===== src/rtl/sha_host_ctrl.sv =====
// Host-side sequencer for the SHA-256 core: streams message bytes into the message
// SRAM, pulses go, waits for finish and streams the digest words back out.
module sha_host_ctrl #(
    parameter int MAX_MESSAGE_LENGTH = 55,
    parameter int OUTPUT_LENGTH      = 8,
    parameter int SYMBOL_WIDTH       = 8
) (
    input  logic                                  clk,
    input  logic                                  reset,
    input  logic                                  in_valid,
    output logic                                  in_ready,
    input  logic [SYMBOL_WIDTH-1:0]               in_data,
    input  logic                                  in_last,
    output logic [$clog2(MAX_MESSAGE_LENGTH)-1:0] host__msg__address,
    output logic [SYMBOL_WIDTH-1:0]               host__msg__write_data,
    output logic                                  host__msg__enable,
    output logic                                  host__msg__write,
    output logic                                  xxx__dut__go,
    output logic [$clog2(MAX_MESSAGE_LENGTH):0]   xxx__dut__msg_length,
    input  logic                                  dut__xxx__finish,
    output logic [$clog2(OUTPUT_LENGTH)-1:0]      host__dom__address,
    output logic                                  host__dom__enable,
    output logic                                  host__dom__write,
    input  logic [31:0]                           dom__host__data,
    output logic                                  out_valid,
    input  logic                                  out_ready,
    output logic [31:0]                           out_data,
    output logic                                  out_last,
    output logic                                  truncated,
    output logic                                  busy,
    output logic [2:0]                            dbg_state_o
);

    localparam int MSG_AW = $clog2(MAX_MESSAGE_LENGTH);
    localparam int CNT_W  = MSG_AW + 1;
    localparam int IDX_W  = $clog2(OUTPUT_LENGTH);
    localparam logic [CNT_W-1:0] MAX_CNT  = CNT_W'(MAX_MESSAGE_LENGTH);
    localparam logic [IDX_W-1:0] LAST_IDX = IDX_W'(OUTPUT_LENGTH - 1);

    typedef enum logic [2:0] {
        LOAD     = 3'd0,
        GO       = 3'd1,
        WAIT_LOW = 3'd2,
        WAIT_FIN = 3'd3,
        RD       = 3'd4,
        CAP      = 3'd5,
        OUT      = 3'd6
    } state_t;

    state_t                 state_q, state_d;
    logic [CNT_W-1:0]       cnt_q, cnt_d;
    logic [IDX_W-1:0]       idx_q, idx_d;
    logic [CNT_W-1:0]       msg_len_q, msg_len_d;
    logic                   trunc_q, trunc_d;
    logic                   msg_en_q, msg_en_d;
    logic [MSG_AW-1:0]      msg_addr_q, msg_addr_d;
    logic [SYMBOL_WIDTH-1:0] msg_wdata_q, msg_wdata_d;
    logic                   go_q, go_d;
    logic                   dom_en_q, dom_en_d;
    logic [IDX_W-1:0]       dom_addr_q, dom_addr_d;
    logic                   out_valid_q, out_valid_d;
    logic [31:0]            out_data_q, out_data_d;
    logic                   out_last_q, out_last_d;

    // Handshakes: a transfer happens on a rising edge where valid and ready are both
    // high; in_ready depends only on state, out_valid/data/last hold until out_ready.
    always_ff @(posedge clk or negedge reset) begin
        if (!reset) begin
            state_q     <= LOAD;
            cnt_q       <= '0;
            idx_q       <= '0;
            msg_len_q   <= '0;
            trunc_q     <= 1'b0;
            msg_en_q    <= 1'b0;
            msg_addr_q  <= '0;
            msg_wdata_q <= '0;
            go_q        <= 1'b0;
            dom_en_q    <= 1'b0;
            dom_addr_q  <= '0;
            out_valid_q <= 1'b0;
            out_data_q  <= '0;
            out_last_q  <= 1'b0;
        end else begin
            state_q     <= state_d;
            cnt_q       <= cnt_d;
            idx_q       <= idx_d;
            msg_len_q   <= msg_len_d;
            trunc_q     <= trunc_d;
            msg_en_q    <= msg_en_d;
            msg_addr_q  <= msg_addr_d;
            msg_wdata_q <= msg_wdata_d;
            go_q        <= go_d;
            dom_en_q    <= dom_en_d;
            dom_addr_q  <= dom_addr_d;
            out_valid_q <= out_valid_d;
            out_data_q  <= out_data_d;
            out_last_q  <= out_last_d;
        end
    end

    always_comb begin
        state_d     = state_q;
        cnt_d       = cnt_q;
        idx_d       = idx_q;
        msg_len_d   = msg_len_q;
        trunc_d     = trunc_q;
        msg_en_d    = 1'b0;
        msg_addr_d  = msg_addr_q;
        msg_wdata_d = msg_wdata_q;
        go_d        = 1'b0;
        dom_en_d    = 1'b0;
        dom_addr_d  = dom_addr_q;
        out_valid_d = out_valid_q;
        out_data_d  = out_data_q;
        out_last_d  = out_last_q;

        case (state_q)
            LOAD: begin
                if (in_valid) begin
                    if (cnt_q < MAX_CNT) begin
                        msg_en_d    = 1'b1;
                        msg_addr_d  = cnt_q[MSG_AW-1:0];
                        msg_wdata_d = in_data;
                        cnt_d       = cnt_q + 1'b1;
                    end
                    // cnt_q == 0 marks the first byte of a message, which restarts the flag.
                    trunc_d = ((cnt_q == '0) ? 1'b0 : trunc_q) | (cnt_q >= MAX_CNT);
                    if (in_last) begin
                        msg_len_d = (cnt_q < MAX_CNT) ? cnt_q + 1'b1 : MAX_CNT;
                        cnt_d     = '0;
                        go_d      = 1'b1;
                        state_d   = GO;
                    end
                end
            end
            GO: state_d = WAIT_LOW;
            WAIT_LOW: begin
                if (!dut__xxx__finish) state_d = WAIT_FIN;
            end
            WAIT_FIN: begin
                if (dut__xxx__finish) begin
                    idx_d      = '0;
                    dom_en_d   = 1'b1;
                    dom_addr_d = '0;
                    state_d    = RD;
                end
            end
            RD: state_d = CAP;
            CAP: begin
                out_data_d  = dom__host__data;
                out_valid_d = 1'b1;
                out_last_d  = (idx_q == LAST_IDX);
                state_d     = OUT;
            end
            OUT: begin
                if (out_ready) begin
                    out_valid_d = 1'b0;
                    if (out_last_q) begin
                        out_last_d = 1'b0;
                        state_d    = LOAD;
                    end else begin
                        idx_d      = idx_q + 1'b1;
                        dom_en_d   = 1'b1;
                        dom_addr_d = idx_q + 1'b1;
                        state_d    = RD;
                    end
                end
            end
            default: state_d = LOAD;
        endcase
    end

    assign in_ready              = (state_q == LOAD);
    assign busy                  = (state_q != LOAD);
    assign host__msg__address    = msg_addr_q;
    assign host__msg__write_data = msg_wdata_q;
    assign host__msg__enable     = msg_en_q;
    assign host__msg__write      = msg_en_q;
    assign xxx__dut__go          = go_q;
    assign xxx__dut__msg_length  = msg_len_q;
    assign host__dom__address    = dom_addr_q;
    assign host__dom__enable     = dom_en_q;
    assign host__dom__write      = 1'b0;
    assign out_valid             = out_valid_q;
    assign out_data              = out_data_q;
    assign out_last              = out_last_q;
    assign truncated             = trunc_q;
    assign dbg_state_o           = state_q;

endmodule

===== config.mk =====
export PLATFORM = sky130hd
export DESIGN_NAME = sha_host_ctrl
export DESIGN_NICKNAME = d
export VERILOG_FILES = /design/src/rtl/sha_host_ctrl.sv
export SDC_FILE = /design/constraint.sdc
export NUM_CORES = 1
export LEC_CHECK = 0
export BUFFER_PORTS_ARGS = -buffer_cell sky130_fd_sc_hd__buf_4
export CAP_MARGIN = 0
export CORE_ASPECT_RATIO = 0.8
export CORE_MARGIN = 3
export CORE_UTILIZATION = 44
export DETAILED_ROUTE_END_ITERATION = 8
export PLACE_DENSITY = 0.73
export SETUP_SLACK_MARGIN = 0.02
export SLEW_MARGIN = 20
export SYNTH_ARGS = -nofsm -noshare
export SYNTH_HDL_FRONTEND = slang
export SYNTH_SLANG_ARGS = --single-unit

===== constraint.sdc =====
create_clock -name clk -period 3.3 [get_ports clk]
set_clock_uncertainty 0.15 [all_clocks]
set_input_delay 0.33 -clock clk [delete_from_list [all_inputs] [get_ports clk]]
set_output_delay 0.33 -clock clk [all_outputs]
set_load 0.05 [all_outputs]

# Yosys cells after proc, flatten, opt, wreduce, memory -nomap -nowiden
# Index checks and enable logic that the tools add are counted.
[classes]
muxes = 28
addsub = 2
n_bitwise = 1
n_eq_ne = 13
n_reduce_logical = 13
order_cmp = 2
[op_table]
columns = ["cell", "count"]
rows = [
  ["$mux W3", 9],
  ["$mux W7", 3],
  ["$pmux W3 S7", 1],
  ["$eq A3 B3 Y1 const B", 4],
  ["$mux W1", 11],
  ["$ne A2 B2 Y1 const B", 5],
  ["$reduce_and A3 Y1", 3],
  ["$add A7 B1 Y7 const B", 1],
  ["$ge A7 B6 Y1 const B", 1],
  ["$logic_not A7 Y1", 1],
  ["$lt A7 B6 Y1 const B", 1],
  ["$eq A3 B2 Y1 const B", 2],
  ["$pmux W1 S2", 3],
  ["$pmux W3 S2", 1],
  ["$reduce_bool A2 Y1", 3],
  ["$reduce_and A5 Y1", 1],
  ["$reduce_and A2 Y1", 2],
  ["$reduce_and A4 Y1", 1],
  ["$add A3 B1 Y3 const B", 1],
  ["$eq A3 B1 Y1 const B", 1],
  ["$logic_not A3 Y1", 1],
  ["$reduce_bool A3 Y1", 1],
  ["$ne A2 B1 Y1 const B", 1],
  ["$or A1 B1 Y1", 1],
]
[totals]
output_inout_bits = 69
regBits = 72
elab_cells = 72
in_bits = 46

# Longest topological paths before layout
# Gate-level depths: netlist of run 1.
[depth]
depth_word = 4
mapped_depth = 7
ltp_nobuf = 5

# Worst setup path before layout of run 1
# OpenSTA, ideal clock, no wires.
[synth_path]
path_type = "flip-flop to flip-flop"
from = "register state_q[2], in the netlist dbg_state_o[2]"
to = "register msg_len_q[4], in the netlist xxx__dut__msg_length[4]"
path_stages_with_launch = 8
setup_ns = 0.082
synth_period_minus_slack_ns = 2.477
t_arrival_ns = 2.245
n_path_buf = 3
t_required_ns = 3.068
slack_ns = 0.823
cell_sequence = "dfrtp_1 -> buf_6 -> nor3_2 -> and3_1 -> buf_2 -> buf_2 -> nor2_1 -> a31oi_1"
[synth_via]
elab_chain_cells = 2
[synth_rtl]
columns = ["item", "line", "text"]
rows = [
  ["from (decl)", "50", "state_t state_q, state_d;"],
  ["from (signal assigned)", "84", "state_q <= state_d;"],
  ["$logic_not A3 Y1", "--", ""],
  ["net in_ready", "11", "output logic in_ready,"],
  ["$reduce_and A3 Y1 (no source line)", "--", ""],
  ["to (signal assigned)", "87", "msg_len_q <= msg_len_d;"],
  ["to (decl)", "53", "logic [CNT_W-1:0] msg_len_q, msg_len_d;"],
]
# The timed path passes the listed nets, and every way through them passes these cells.
# A chain may end at the register's enable or synchronous reset.

# Final worst setup path of run 1
[layout_path]
from = "register state_q[0], in the netlist dbg_state_o[0]"
to = "output port busy"
[layout_via]
elab_chain_cells = 1
[layout_rtl]
columns = ["item", "line", "text"]
rows = [
  ["$reduce_bool A3 Y1", "174", "assign busy = (state_q != LOAD);"],
  ["to (decl)", "30", "output logic busy,"],
]
# Every way passes these cells.

==> results.py, run 1 <==
metrics = {
    "finish": {
        "fin_nets": 395,
        "layout_common_cells": "buf_4, dfrtp_1, mux2_2",
        "multi_input_area_um2": 1120,
        "antenna_cells": 0,
        "stdcell_count": 434,
        "fin_area_um2": 4170,
        "drive_gt1_share_pct": 51.4,
        "num-fill-cells": 540,
        "layout_commonest_cell": "buf_4",
        "area_growth_pct": 35.8,
        "seqCellArea_um2": 1800,
    },
    "setup_path": {
        "regToRegSetupSlack_ns": 1.36,
        "cp.arrival_ns": 1.46,
        "crit_path_end": "busy",
        "start_kind": "flop",
        "path_cells": "nor3_2, inv_1, buf_4",
        "reg2reg_to": "host__msg__write_data[4]",
        "cp_slowest_cell": "dfrtp_1",
        "ff2ff_path_depth": 3,
        "worstPathMaxFanout": 15,
        "critPathKind": "flop to output pin",
        "worst_ep_required_time_ns": 2.82,
        "critPathMaxStageDelay_ns": 0.56,
        "startpoint": "dbg_state_o[0]",
        "rr_startpoint": "dbg_state_o[0]",
        "end_kind": "output pin",
    },
    "hold_path": {
        "min_path_type": "primary input to flop",
    },
    "synthesis": {
        "yosysWarnings": 0,
        "syn_area_um2": 3070,
        "synth_nets": 287,
        "syn_inst": 237,
        "synth_seq_cells": 72,
        "seq_area_frac_synth_pct": 58.7,
        "synth_enable_flop_cells": 0,
        "syn_avg_cell_area_um2": 12.9,
        "synthDistinctLibCells": 43,
        "synth-main-ff-cell": "dfrtp_1",
        "synth-async-reset-ratio_pct": 100,
    },
    "placed_design": {
        "numPortBuffers": 113,
        "gp_congestion": 0.844,
        "place_area_um2": 3920,
        "dp_hpwl_um": 4700,
        "post-place-cells": 417,
    },
    "sta": {
        "tightest_slew_ns": 0.902,
        "finalCritPeriodShare_pct": 58.8,
        "relSlewSlack_pct": 39.9,
        "hold_viol": 0,
        "fin_crit_ns": 1.94,
        "drv_slew": 0,
        "fin_setup_tns_ns": 0,
        "rsz0062_at_grt": "no",
        "timing.fmax_mhz": 516,
        "finalSetupViolCount": 0,
        "hold_ws_ns": 0.0286,
    },
    "floorplanning": {
        "ios": 115,
        "initial_core_util_pct": 46.7,
        "core_um2": 6570,
        "dieArea_um2": 8020,
        "rows": 26,
        "die_width_um": 99.4,
        "die_h_um": 80.7,
    },
    "routing": {
        "wirelength_um": 6490,
        "vias_per_cell": 5.09,
        "drc": 0,
        "ant_nets": 0,
        "drtIter0Drc": 104,
        "wl_per_cell_um": 15.0,
        "vias": 2210,
        "firstDrtPassIters": 4,
    },
    "clock_tree": {
        "cts-root-buf": "clkbuf_8",
        "cts_sinks": 72,
        "clk_latency_ns": 0.34,
        "htreeDepth": 3,
        "clk_pin_slew_ns": 0.08,
        "cts_tree": "built",
        "numCtsBuffers": 9,
        "clk_path_buf_depth": 2,
        "post_cts_buffers": 0,
    },
    "global_route": {
        "antenna_found_initial": 0,
        "grt_pass1_vias": 2144,
        "grt_start_max_net_pins": 73,
        "grtUsageTotal_pct": 17.0,
        "grt_pass1_wl_um": 10500,
        "globalRouteOverflowTotal": 0,
    },
    "status": {
        "status": "complete, no violations",
    },
    "run": {
        "cap_violations": 0,
    },
}
==> flip-flops by register name (all words and copies together), names as in the netlist <==
name and cells:
out_valid 1, xxx__dut__msg_length 7, truncated 1, cnt_q 7, out_last 1, dbg_state_o 3
host__msg__address 6, host__msg__enable 1, out_data 32, host__dom__enable 1, host__msg__write_data 8, xxx__dut__go 1
host__dom__address 3
==> per-stage QoR <==
stage	utilization, %	setup WS [ns]
detailed placement	59.6	1.36
floorplan	-	0.823
global route	63.4	1.24
global placement	59.6	1.39
CTS	63.4	1.34
finish	63.4	1.36
==> worst max-delay path, delay by kind of cell, from the launching register on <==
| family | cells | cell delay, ns |
|---|---|---|
| AND/OR/NAND/NOR | 1 | 0.30 |
| flip-flops | 1 | 0.56 |
| buffers and inverters | 2 | 0.25 |
==> how the worst min path moves through the flow <==
stage                          start                    end  slack, ns  depth (start not counted)
3_3_place_gp   host__msg__address[2]  host__msg__address[2]       0.32                          2
3_5_place_dp   host__msg__address[2]  host__msg__address[2]       0.33                          2
2_1_floorplan                  reset               cnt_q[0]      -0.12                          0
4_1_cts             dut__xxx__finish         dbg_state_o[0]      0.005                          2
5_1_grt             dut__xxx__finish         dbg_state_o[0]      0.002                          2
6_report            dut__xxx__finish         dbg_state_o[0]       0.03                          2
==> cells in the mapped netlist (4+ instances only) <==
master,n,area (um2)
dfrtp_1,72,1800
mux2_2,42,473
nand2_1,11,41.3
inv_1,10,37.5
nor2_1,10,37.5
buf_2,9,45.0
nand3_1,7,35.0
a21oi_1,6,30.0
a31oi_1,6,37.5
o21ai_0,6,30.0
buf_4,4,30.0
ha_1,4,50.1
nor2b_1,4,25.0
nor3_1,4,20.0
==> layer usage <==
layer	up-vias	wire (um)	GRT usage (%)
met2	95	2980	25.9
met4	0	127	8.19
met3	9	465	4.43
met5	-	0	0
met1	1055	2920	22.7
li1	1051	-	-
==> area by class of cell <==
cell class / instances / share of cell area [%]
Clock buffer: 12 / 3.96
Clock inverter: 4 / 1.77
Inverter: 10 / 0.901
Multi-Input combinational cell: 137 / 26.8
Sequential cell: 72 / 43.2
Tap cell: 84 / 2.52
Timing Repair Buffer: 115 / 20.8
==> what timing repair did <==
| item | in CTS | in global routing |
|---|---|---|
| hold endpoints to repair | 72 | 0 |
| endpoints found under the setup margin | 0 | 0 |
| hold buffers | 1 | 0 |
| gates resized for setup | 0 | 0 |
==> kinds of logic after synthesis <==
| group | Yosys count | share of synthesized area (%) |
|---|---|---|
| buffers and inverters | 28 | 4.81 |
| flip-flops | 72 | 58.7 |
| AO/OA/AOI/OAI | 35 | 8.12 |
| adder cells (fa/ha/maj) | 4 | 1.63 |
| XOR/XNOR | 4 | 1.14 |
| AND/OR/NAND/NOR | 47 | 8.24 |
| multiplexers | 46 | 17.2 |
| other | 1 | 0.122 |
Power of run 1 is not shown: default switching activity piles up to over one toggle a cycle in this logic, so the estimate is an artifact.
==> run 2: changes to the inputs <==
==> constraint.sdc (replaced) <==
create_clock -name clk -period 1.85 [get_ports clk]
set_clock_uncertainty 0.15 [all_clocks]
set_input_delay 0.185 -clock clk [delete_from_list [all_inputs] [get_ports clk]]
set_output_delay 0.185 -clock clk [all_outputs]
set_load 0.05 [all_outputs]
==> results.py, run 2 (synthesized netlist as in run 1, its figures left out) <==
metrics = {
    "status": {
        "status": "complete, no violations",
    },
    "routing": {
        "firstDrtPassIters": 4,
        "wl_per_cell_um": 15.5,
        "routed.top_layer": "met4",
        "ant_nets": 0,
        "drc": 0,
        "met2_wirelength_um": 3960,
        "m1WireLength_um": 3210,
        "vias_per_cell": 5.10,
        "drtIter0Drc": 120,
        "vias": 2512,
        "wl_met3_um": 434,
        "wirelength_um": 7660,
    },
    "clock_tree": {
        "htreeDepth": 3,
        "clk_latency_ns": 0.33,
        "clk_pin_slew_ns": 0.07,
        "numCtsBuffers": 9,
        "clk_path_buf_depth": 2,
        "cts_sinks": 72,
        "cts-root-buf": "clkbuf_8",
        "cts_tree": "built",
    },
    "power": {
        "power.density_nw_per_um2": 2050,
        "irDropWorstVdd_mv": 1.04,
        "leakagePower_nw": 2.28,
    },
    "placed_design": {
        "dp_worst_setup_slack_ns": 0.103,
        "numPortBuffers": 113,
        "dp_hpwl_um": 5010,
        "gp_congestion": 0.832,
    },
    "setup_path": {
        "worst_ep_required_time_ns": 1.51,
        "cp.arrival_ns": 1.41,
        "rr_startpoint": "cnt_q[6]",
        "ff2ff_path_depth": 5,
        "end_kind": "output pin",
        "reg2reg_to": "cnt_q[0]",
        "regToRegSetupSlack_ns": 0.12,
        "worstPathMaxFanout": 9,
        "critPathKind": "flop to output pin",
        "start_kind": "flop",
    },
    "hold_path": {
        "holdPathStages": 4,
        "hold_path_end": "dbg_state_o[1]",
        "min_path_type": "primary input to flop",
        "hp-start": "out_ready",
    },
    "finish": {
        "area_growth_pct": 56.2,
        "drive_gt1_share_pct": 49.6,
        "largest_reg_flops": 32,
        "layout_commonest_cell": "buf_4",
        "antenna_cells": 0,
        "fin_nets": 454,
        "layout_common_cells": "buf_4, dfrtp_1, dlygate4sd3_1",
    },
    "floorplanning": {
        "ios": 115,
        "rows": 26,
        "core_um2": 6570,
        "die_width_um": 99.4,
        "dieArea_um2": 8020,
        "initial_core_util_pct": 46.7,
        "die_h_um": 80.7,
    },
    "sta": {
        "timing.fmax_mhz": 574,
        "fin_setup_tns_ns": 0,
        "setup_slack_ns": 0.108,
        "drv_slew": 0,
        "fin_crit_ns": 1.74,
        "hold_viol": 0,
        "finalSetupViolCount": 0,
        "rsz0062_at_grt": "yes",
        "finalCritPeriodShare_pct": 94.2,
    },
    "run": {
        "cap_violations": 0,
    },
    "global_route": {
        "grtUsageTotal_pct": 19.8,
        "grt_start_max_net_pins": 36,
        "grt_pass1_wl_um": 12500,
        "grt_pass1_vias": 2617,
        "antenna_found_initial": 0,
        "globalRouteOverflowTotal": 0,
    },
}
## run 2: cell types whose count changed in the layout (fill, tap and decap cells not counted), sizes merged
cell	before	now
dlygate4sd3	1	43
o21ai	9	10
clkbuf	12	11
clkinvlp	0	1
buf	114	130
bufinv	2	3
inv	11	10
## run 2: worst max path at each step
stage	to	slack, ns	cells after the start	start
2_1_floorplan	xxx__dut__msg_length[4]	-0.22	7	dbg_state_o[1]
3_3_place_gp	cnt_q[4]	0.15	3	dbg_state_o[0]
3_5_place_dp	cnt_q[4]	0.10	3	dbg_state_o[0]
4_1_cts	busy	0.08	4	dbg_state_o[1]
5_1_grt	busy	0.009	4	dbg_state_o[1]
6_report	busy	0.11	4	dbg_state_o[1]
## run 2: worst max-delay path: stages (launching register included)
cell,delay [ns]
dfrtp_2,0.44
buf_4,0.18
nor3_4,0.21
inv_1,0.06
buf_4,0.18
## run 2: layout make-up
type / count / area [um2]
timing repair buffer: 173 / 1430
sequential: 72 / 1810
inverter: 10 / 37.5
fill: 449 / 1780
clock inverter: 5 / 103
multi-input combinational: 138 / 1160
tap: 84 / 105
clock buffer: 11 / 151
## run 2: stage by stage
| step | utilization, % | power (mW) | hold WS, ns | instance area, um2 | cells |
|---|---|---|---|---|---|
| final | 72.9 | 9.83 | 0.0243 | 4790 | 493 |
| after detailed placement | 62.0 | 8.20 | 0.0240 | 4070 | 432 |
| after CTS | 72.4 | 9.82 | 0.00397 | 4760 | 491 |
| after floorplan | - | 6.54 | -0.261 | 3110 | 237 |
| after global placement | 62.0 | 8.08 | 0.0178 | 4070 | 432 |
| after global routing | 72.9 | 10.3 | 0.0390 | 4790 | 493 |
## run 2: what timing repair did
item / CTS / global route
buffers inserted: 0 / 1
endpoints found under the hold margin: 75 / 0
hold buffers: 43 / 0
gates resized for setup: 0 / 3
endpoints found under the setup margin: 0 / 13
## run 2: power by group
part | switching, mW | leakage [nW] | internal (mW) | total, mW
combinational | 3.62 | 1.30 | 1.92 | 5.55
sequential | 0.462 | 0.851 | 2.29 | 2.76
clock | 0.559 | 0.126 | 0.967 | 1.53
total | 4.65 | 2.28 | 5.18 | 9.83
## run 2: per-layer routing
layer  up-vias  GRT usage [%]
li1       1176              -
met1      1240           24.0
met2        88           34.6
met3         8           6.25
met4         0           4.77
met5         -              0
Note: power is estimated with default switching activity, not from simulation.
